===== src/rtl/pc_sequencer_pkg.sv =====
// pc_sequencer_pkg: shared FSM states, next-PC select codes and defaults for pc_sequencer
package pc_sequencer_pkg;
  typedef enum logic [2:0] {S_IDLE, S_FETCH, S_ISSUE, S_EXEC, S_HALT} state_t;
  typedef enum logic [1:0] {NPC_INC, NPC_TGT, NPC_RET, NPC_HOLD} npc_t;
  localparam logic [7:0] RESET_VEC_DEF = 8'h00;
  localparam int STACK_DEPTH = 4;
endpackage


===== src/rtl/pc_ret_stack.sv =====
// pc_ret_stack: STACK_DEPTH-entry return-address stack; push/pop are ignored when full/empty
module pc_ret_stack
  import pc_sequencer_pkg::*;
#(
  parameter int W = 8
) (
  input  logic         clk,
  input  logic         rst_n,
  input  logic         push,
  input  logic         pop,
  input  logic [W-1:0] din,
  output logic [W-1:0] dout,
  output logic         full,
  output logic         empty
);
  localparam int IDX_W = $clog2(STACK_DEPTH);
  localparam int SP_W = IDX_W + 1;
  logic [W-1:0] r_mem [STACK_DEPTH];
  logic [SP_W-1:0] r_sp;
  logic [SP_W-1:0] w_sp_dec;
  assign w_sp_dec = r_sp - SP_W'(1);
  assign full = r_sp == SP_W'(STACK_DEPTH);
  assign empty = r_sp == '0;
  assign dout = r_mem[w_sp_dec[IDX_W-1:0]];
  always_ff @(posedge clk or negedge rst_n) begin
    if (!rst_n) r_sp <= '0;
    else if (push && !full) r_sp <= r_sp + SP_W'(1);
    else if (pop && !empty) r_sp <= w_sp_dec;
  end
  always_ff @(posedge clk) begin
    if (push && !full) r_mem[r_sp[IDX_W-1:0]] <= din;
  end
endmodule


===== src/rtl/pc_sequencer.sv =====
// pc_sequencer: fetch/issue/execute PC control FSM; `define PC_STACK_EN adds a 4-entry call/ret stack
module pc_sequencer
  import pc_sequencer_pkg::*;
#(
  parameter int ADDR_W = 8,
  parameter logic [ADDR_W-1:0] RESET_VEC = RESET_VEC_DEF
) (
  input  logic              clk,
  input  logic              rst_n,
  input  logic              run,
  output logic              imem_req,
  output logic [ADDR_W-1:0] imem_addr,
  input  logic              imem_ack,
  input  logic [7:0]        imem_rdata,
  output logic [7:0]        instr_out,
  output logic              instr_valid,
  input  logic              exec_done,
  input  logic              branch_taken,
  input  logic              jump,
  input  logic [ADDR_W-1:0] target,
  input  logic              call,
  input  logic              ret,
  input  logic              halt_req,
  output logic [ADDR_W-1:0] pc_out,
  output logic              halted,
  output logic              wrapped,
  output logic              stack_err
);
  state_t r_state, w_next;
  npc_t w_sel;
  logic [ADDR_W-1:0] r_pc, w_inc, w_npc, w_top;
  logic [7:0] r_instr;
  logic r_wrapped, r_seen_low, w_go, w_restart;
  assign w_go = (r_state == S_EXEC) && exec_done;
  assign w_restart = (r_state == S_HALT) && r_seen_low && run;
  assign w_inc = r_pc + ADDR_W'(1);
`ifdef PC_STACK_EN
  logic w_full, w_empty, w_push, w_pop, r_stack_err;
  assign w_push = w_go && !halt_req && !ret && call && !w_full;
  assign w_pop = w_go && !halt_req && ret && !w_empty;
  assign w_sel = halt_req ? NPC_HOLD : ret ? (w_empty ? NPC_INC : NPC_RET) :
                 call ? (w_full ? NPC_INC : NPC_TGT) : (jump || branch_taken) ? NPC_TGT : NPC_INC;
  pc_ret_stack #(.W(ADDR_W)) u_stack (
    .clk   (clk),
    .rst_n (rst_n),
    .push  (w_push),
    .pop   (w_pop),
    .din   (w_inc),
    .dout  (w_top),
    .full  (w_full),
    .empty (w_empty)
  );
  always_ff @(posedge clk or negedge rst_n) begin
    if (!rst_n) r_stack_err <= 1'b0;
    else if (w_go && !halt_req && (ret ? w_empty : call && w_full)) r_stack_err <= 1'b1;
  end
  assign stack_err = r_stack_err;
`else
  // Without the stack a call is a plain jump and a ret just falls through
  assign w_sel = halt_req ? NPC_HOLD : ret ? NPC_INC :
                 (call || jump || branch_taken) ? NPC_TGT : NPC_INC;
  assign w_top = w_inc;
  assign stack_err = 1'b0;
`endif
  assign w_npc = (w_sel == NPC_TGT) ? target : (w_sel == NPC_RET) ? w_top :
                 (w_sel == NPC_HOLD) ? r_pc : w_inc;
  always_ff @(posedge clk or negedge rst_n) begin
    if (!rst_n) r_state <= S_IDLE;
    else r_state <= w_next;
  end
  always_comb begin
    w_next = r_state;
    case (r_state)
      S_IDLE:  w_next = run ? S_FETCH : S_IDLE;
      S_FETCH: w_next = imem_ack ? S_ISSUE : S_FETCH;
      S_ISSUE: w_next = S_EXEC;
      S_EXEC:  w_next = !exec_done ? S_EXEC : halt_req ? S_HALT : run ? S_FETCH : S_IDLE;
      S_HALT:  w_next = w_restart ? S_FETCH : S_HALT;
      default: w_next = S_IDLE;
    endcase
  end
  always_comb begin
    imem_req = r_state == S_FETCH;
    instr_valid = r_state == S_ISSUE;
    halted = r_state == S_HALT;
  end
  always_ff @(posedge clk or negedge rst_n) begin
    if (!rst_n) begin
      r_pc <= RESET_VEC;
      r_instr <= 8'h00;
      r_wrapped <= 1'b0;
      r_seen_low <= 1'b0;
    end else begin
      r_seen_low <= (r_state == S_HALT) && (r_seen_low || !run);
      if (r_state == S_FETCH && imem_ack) r_instr <= imem_rdata;
      if (w_restart) begin
        r_pc <= RESET_VEC;
        r_wrapped <= 1'b0;
      end else if (w_go) begin
        r_pc <= w_npc;
        if (w_sel == NPC_INC && r_pc == '1) r_wrapped <= 1'b1;
      end
    end
  end
  assign imem_addr = r_pc;
  assign pc_out = r_pc;
  assign instr_out = r_instr;
  assign wrapped = r_wrapped;
endmodule


===== config.mk =====
export PLATFORM = sky130hd
export DESIGN_NAME = pc_sequencer
export DESIGN_NICKNAME = d
export VERILOG_FILES = /design/src/rtl/pc_sequencer_pkg.sv /design/src/rtl/pc_ret_stack.sv /design/src/rtl/pc_sequencer.sv
export SDC_FILE = /design/constraint.sdc
export NUM_CORES = 1
export LEC_CHECK = 0
export BUFFER_PORTS_ARGS = -buffer_cell sky130_fd_sc_hd__buf_4
export CORE_ASPECT_RATIO = 0.75
export CORE_MARGIN = 2
export CORE_UTILIZATION = 40
export CTS_BUF_LIST = sky130_fd_sc_hd__clkbuf_8
export DETAILED_ROUTE_END_ITERATION = 6
export PLACE_DENSITY = 0.76
export SLEW_MARGIN = 20
export SYNTH_ARGS = -nofsm -noshare
export SYNTH_HDL_FRONTEND = slang
export SYNTH_SLANG_ARGS = --single-unit

===== constraint.sdc =====
create_clock -name clk -period 3.7 [get_ports clk]
set_input_delay 0.925 -clock clk [delete_from_list [all_inputs] [get_ports clk]]
set_output_delay 0.925 -clock clk [all_outputs]
set_load 0.05 [all_outputs]

Yosys cells after proc, flatten, opt, wreduce, memory -nomap -nowiden

Index checks and enable logic that the tools add are counted.

$add $sub $neg: 1
Equality and inequality tests: 9
Reduce and logical (&&, ||, !) cells: 16
Mux-type cells: 17

Operators by type and width:

| cell                                                 | count |
|---|---|
| 2-to-1 mux 8 bit                                     | 5 |
| case mux 3 bit (5 select lines)                      | 1 |
| 2-to-1 mux 3 bit                                     | 3 |
| adder 8 x 1 -> 8 bit (second input constant)         | 1 |
| equality test 8 bit (second input constant)          | 1 |
| equality test 3 x 2 -> 1 bit (second input constant) | 2 |
| logical AND 1 bit                                    | 6 |
| 2-to-1 mux 1 bit                                     | 6 |
| equality test 2 bit (second input constant)          | 2 |
| 2-to-1 mux 2 bit                                     | 2 |
| inequality test 4 bit (second input constant)        | 1 |
| AND reduction 2 bit                                  | 2 |
| nonzero test 2 bit                                   | 2 |
| equality test 3 x 1 -> 1 bit (second input constant) | 1 |
| equality test 3 bit (second input constant)          | 1 |
| logical NOT 3 bit                                    | 1 |
| logical OR 1 bit                                     | 3 |
| equality test 2 x 1 -> 1 bit (second input constant) | 1 |
| logical NOT 2 bit                                    | 1 |
| logical NOT 1 bit                                    | 1 |

Input bits: 26
Output and inout port bits: 29
Register bits: 21
Logic and storage cells: 48

Logic depth before layout (Yosys ltp)

Depth after elaboration: 11
Depth in mapped cells: 6
Gate-level depth less buffers: 5

Worst setup path before layout

OpenSTA, ideal clock, no wires.

Path kind: reg-to-output
From: reg r_state[0]
To: out instr_valid
Stages on the path, launching flop included: 3
Required time: 2.775 ns
Arrival time: 1.631 ns
Path buffers: 1
Setup slack: 1.144 ns
Path through: dfrtp_1 buf_6 nor3b_1

Longest elaborated chain between the ends: 1

RTL lines:

| what                         | RTL line           | source |
|---|---|---|
| start, declared              | pc_sequencer.sv:29 | `state_t r_state, w_next;` |
| start signal, assigned       | pc_sequencer.sv:69 | `else r_state <= w_next;` |
| equality test 3 x 2 -> 1 bit | pc_sequencer.sv:84 | `instr_valid = r_state == S_ISSUE;` |
| end, declared                | pc_sequencer.sv:16 | `output logic instr_valid,` |

Every way passes these cells.

Worst setup path in the final report

From: reg r_state[1]
To: out halted

Longest elaborated chain between the ends: 1

RTL lines:

| what                | RTL line           | source |
|---|---|---|
| equality test 3 bit | pc_sequencer.sv:85 | `halted = r_state == S_HALT;` |
| end, declared       | pc_sequencer.sv:25 | `output logic halted,` |

Every way passes these cells.

==> run summary <==
Status: complete, no violations
Vias in the first global route: 981
CTS sink cnt: 21
Int Pwr: 0.710 mW
Initial antenna violation count: 0
Reg power frac: 28.9%
Max Cap Violations: 0
Clk_lat worst skew: 0.26 ns
Final HPWL DP: 2100 um
Fin crit period: 2.39 ns
CP Cell Sequence: or3b_4 -> inv_2 -> buf_4
Fraction of registers with async set/reset: 100%
Share of cells above drive strength 1: 42.1%
Simple-Gate Fraction of Synth Area: 18.5%
Area grow syn2layout: 32.6%
Post-synthesis cell count: 114
Clock group share of total power: 9.6%
Initial DRT Pass Iterations: 4
Synth Register Bits: 21
Final setup TNS: 0 ns
CP Buf/Inv Count: 2
WL/cell: 13.7 um
Antenna Cells: 0
Largest net degree at the start of global routing: 22
CORE AREA: 2910 um^2
CP max stage delay: 0.47 ns
Crit. Startpoint: r_state[1]
Slew @ Worst Pin: 0.518 ns
First-pass GRT wire length: 4350 um
Critical Path RT: 2.77 ns
Critical path class: flip-flop to output pin
PD cells: 967 nW/um^2
Worst-path clk slew: 0.07 ns
CTS root buffer: clkbuf_8
Worst VDD drop: 0.563 mV
Crit Path Max Fanout: 10
Mux contribution to synthesized area: 12.3%
Logic pwr share: 61.5%
Synth Cell Area: 1220 um^2
XOR/XNOR Fraction of Synth Area: 0%
Initial Util: 41.8%
Slew Limit Fails: 0
Sequential share of the synthesized area: 43.2%
RSZ-0062 raised after global routing: no
Crit path depth: 3
Min Hold Slack: 0.491 ns
# resized after CTS: 0
H-tree Lvls: 1
I/O Pins: 55
Total Wirelength: 2690 um
Syn_area_per_cell: 10.7 um^2
Row count: 17
HP Class: flip-flop to flip-flop
CTS Buf Count: 3
Fin nets: 187
Crit share post-route: 64.5%
Crit path max-delay family: flip-flops
Switching share of power: 54.5%
CP endpoint: halted
Crit end category: output pin
Fillers: 274
Port bufs: 53
Top FF cell, synth: dfrtp_1
Worst Skew: 0.00710 ns
Reg2Reg Setup Slack: 2.12 ns
Synth unique cells: 42
Max clock buf depth: 2
Syn nets: 141
P_leak: 0.750 nW
CP arrival: 1.46 ns
Max frequency: 419 MHz
Via count: 1045
Initial DRC count: 36
CTS tree: done
Switching power total: 0.852 mW
Die Ht: 51.8 um
Worst r2r src: r_state[0]
Hold buffer count at CTS: 0
Setup Viol. Count Final: 0
Gp weighted congestion: 0.867
Vias/cell: 5.30
YS warnings: 0
Largest family of logic cells by synthesized area: simple AND/OR/NAND/NOR gates
Max-slew headroom: 65.3%
CP max stage cell: dfrtp_1
Die Footprint: 3510 um^2
EDFF count, synth: 0
Global Route Usage Sum: 16.5%
Die X: 67.7 um
GR Overflow Total: 0
Remaining antenna violation count after routing: 0
Post-synthesis adder-cell area fraction: 1.03%
# DRC: 0
Fin. Hold Viols: 0
Synth Area in Compound Gates: 15.3%
R2R depth: 3
Worst r2r dst: instr_out[3]
CP Launch Type: flip-flop
Post-CTS setup-driven buffer insertion count: 0
[synth_stat cells, types with 2 or more instances]
| cell type | n | share of area, % |
|---|---|---|
| a32oi_1 | 2 | 1.4 |
| buf_4 | 9 | 5.5 |
| buf_6 | 2 | 1.8 |
| dfrtp_1 | 21 | 43 |
| inv_1 | 3 | 0.92 |
| inv_2 | 2 | 0.62 |
| mux2_1 | 8 | 7.4 |
| mux2i_1 | 6 | 4.9 |
| nand2_1 | 9 | 2.8 |
| nand3_1 | 5 | 2.1 |
| nand4b_1 | 2 | 1.4 |
| nor2_1 | 4 | 1.2 |
| nor3_1 | 2 | 0.82 |
| nor3_4 | 2 | 2.7 |
| o21ai_1 | 6 | 2.5 |
| o2bb2ai_1 | 4 | 2.9 |
| o31ai_1 | 2 | 1.2 |
[state kept, by name (all words and copies together), names as in the netlist]
| register | flops |
|---|---|
| instr_out | 8 |
| r_seen_low | 1 |
| wrapped | 1 |
| imem_addr | 8 |
| r_state | 3 |
[cell type report]
class / count / area, um^2 / area share [%]
inverter: 5 / 18.8 / 1.16
clock inverter: 1 / 5.00 / 0.310
sequential: 21 / 526 / 32.6
timing repair buffer: 53 / 398 / 24.7
multi-input combinational: 76 / 578 / 35.8
tap: 38 / 47.5 / 2.95
clock buffer: 3 / 41.3 / 2.56
[cells by family (layout without fill, tap and decap cells)]
logic type | Yosys count | count (layout)
flops | 21 | 21
compound gates | 25 | 25
other cells | 1 | 1
fa+ha+maj | 1 | 1
simple gates | 35 | 35
buf+inv | 17 | 62
mux | 14 | 14
[cell usage in the layout (no fill, tap or decap), types with 2 or more instances in the layout]
cell,count
nor3_1,2
mux2_1,8
inv_1,3
buf_4,53
dfrtp_1,21
nor2_1,4
a32oi_1,2
o31ai_1,2
mux2i_1,6
nor3_4,2
nand4b_1,2
o2bb2ai_1,4
clkbuf_8,3
inv_2,2
nand3_1,5
o21ai_1,6
nand2_1,9
[how the worst min path moves through the flow]
stage,cells after the start,end,slack [ns],startpoint
3_3_place_gp,1,instr_out[1],0.47,instr_out[1]
5_1_grt,1,instr_out[0],0.51,instr_out[0]
6_report,1,instr_out[5],0.49,instr_out[5]
4_1_cts,1,instr_out[5],0.50,instr_out[5]
2_1_floorplan,1,r_seen_low,0.47,r_seen_low
3_5_place_dp,2,wrapped,0.48,wrapped
[through the flow]
| stage | total power [mW] | instance area, um^2 | setup WS (ns) | util (%) | std cells |
|---|---|---|---|---|---|
| 2_1_floorplan | 1.19 | 1220 | 1.14 | - | 114 |
| 3_3_place_gp | 1.40 | 1570 | 1.61 | 53.8 | 193 |
| 3_5_place_dp | 1.42 | 1570 | 1.59 | 53.8 | 193 |
| 4_1_cts | 1.57 | 1610 | 1.30 | 55.4 | 197 |
| 5_1_grt | 1.64 | 1610 | 1.23 | 55.4 | 197 |
| 6_report | 1.56 | 1610 | 1.31 | 55.4 | 197 |
[worst reg2reg max path, delay by kind of cell, from the launching register on]
kind,cells,cell delay (ns)
simple gates,2,0.60
flops,1,0.49
mux,1,0.37
[power by group through the flow]
stage	registers, mW	clock network [mW]	logic [mW]
3_3_place_gp	0.441	0	0.961
6_report	0.451	0.150	0.961
5_1_grt	0.470	0.160	1.01
2_1_floorplan	0.715	0	0.478
4_1_cts	0.449	0.151	0.970
3_5_place_dp	0.453	0	0.969
[routing by layer]
metal | up-vias | wire length, um | global-route usage, %
li1 | 496 | - | -
met1 | 497 | 1110 | 20.3
met2 | 48 | 1280 | 27.1
met3 | 4 | 261 | 5.41
met4 | 0 | 36 | 5.44
met5 | - | 0 | 0
(Power assumes the default switching activity.)
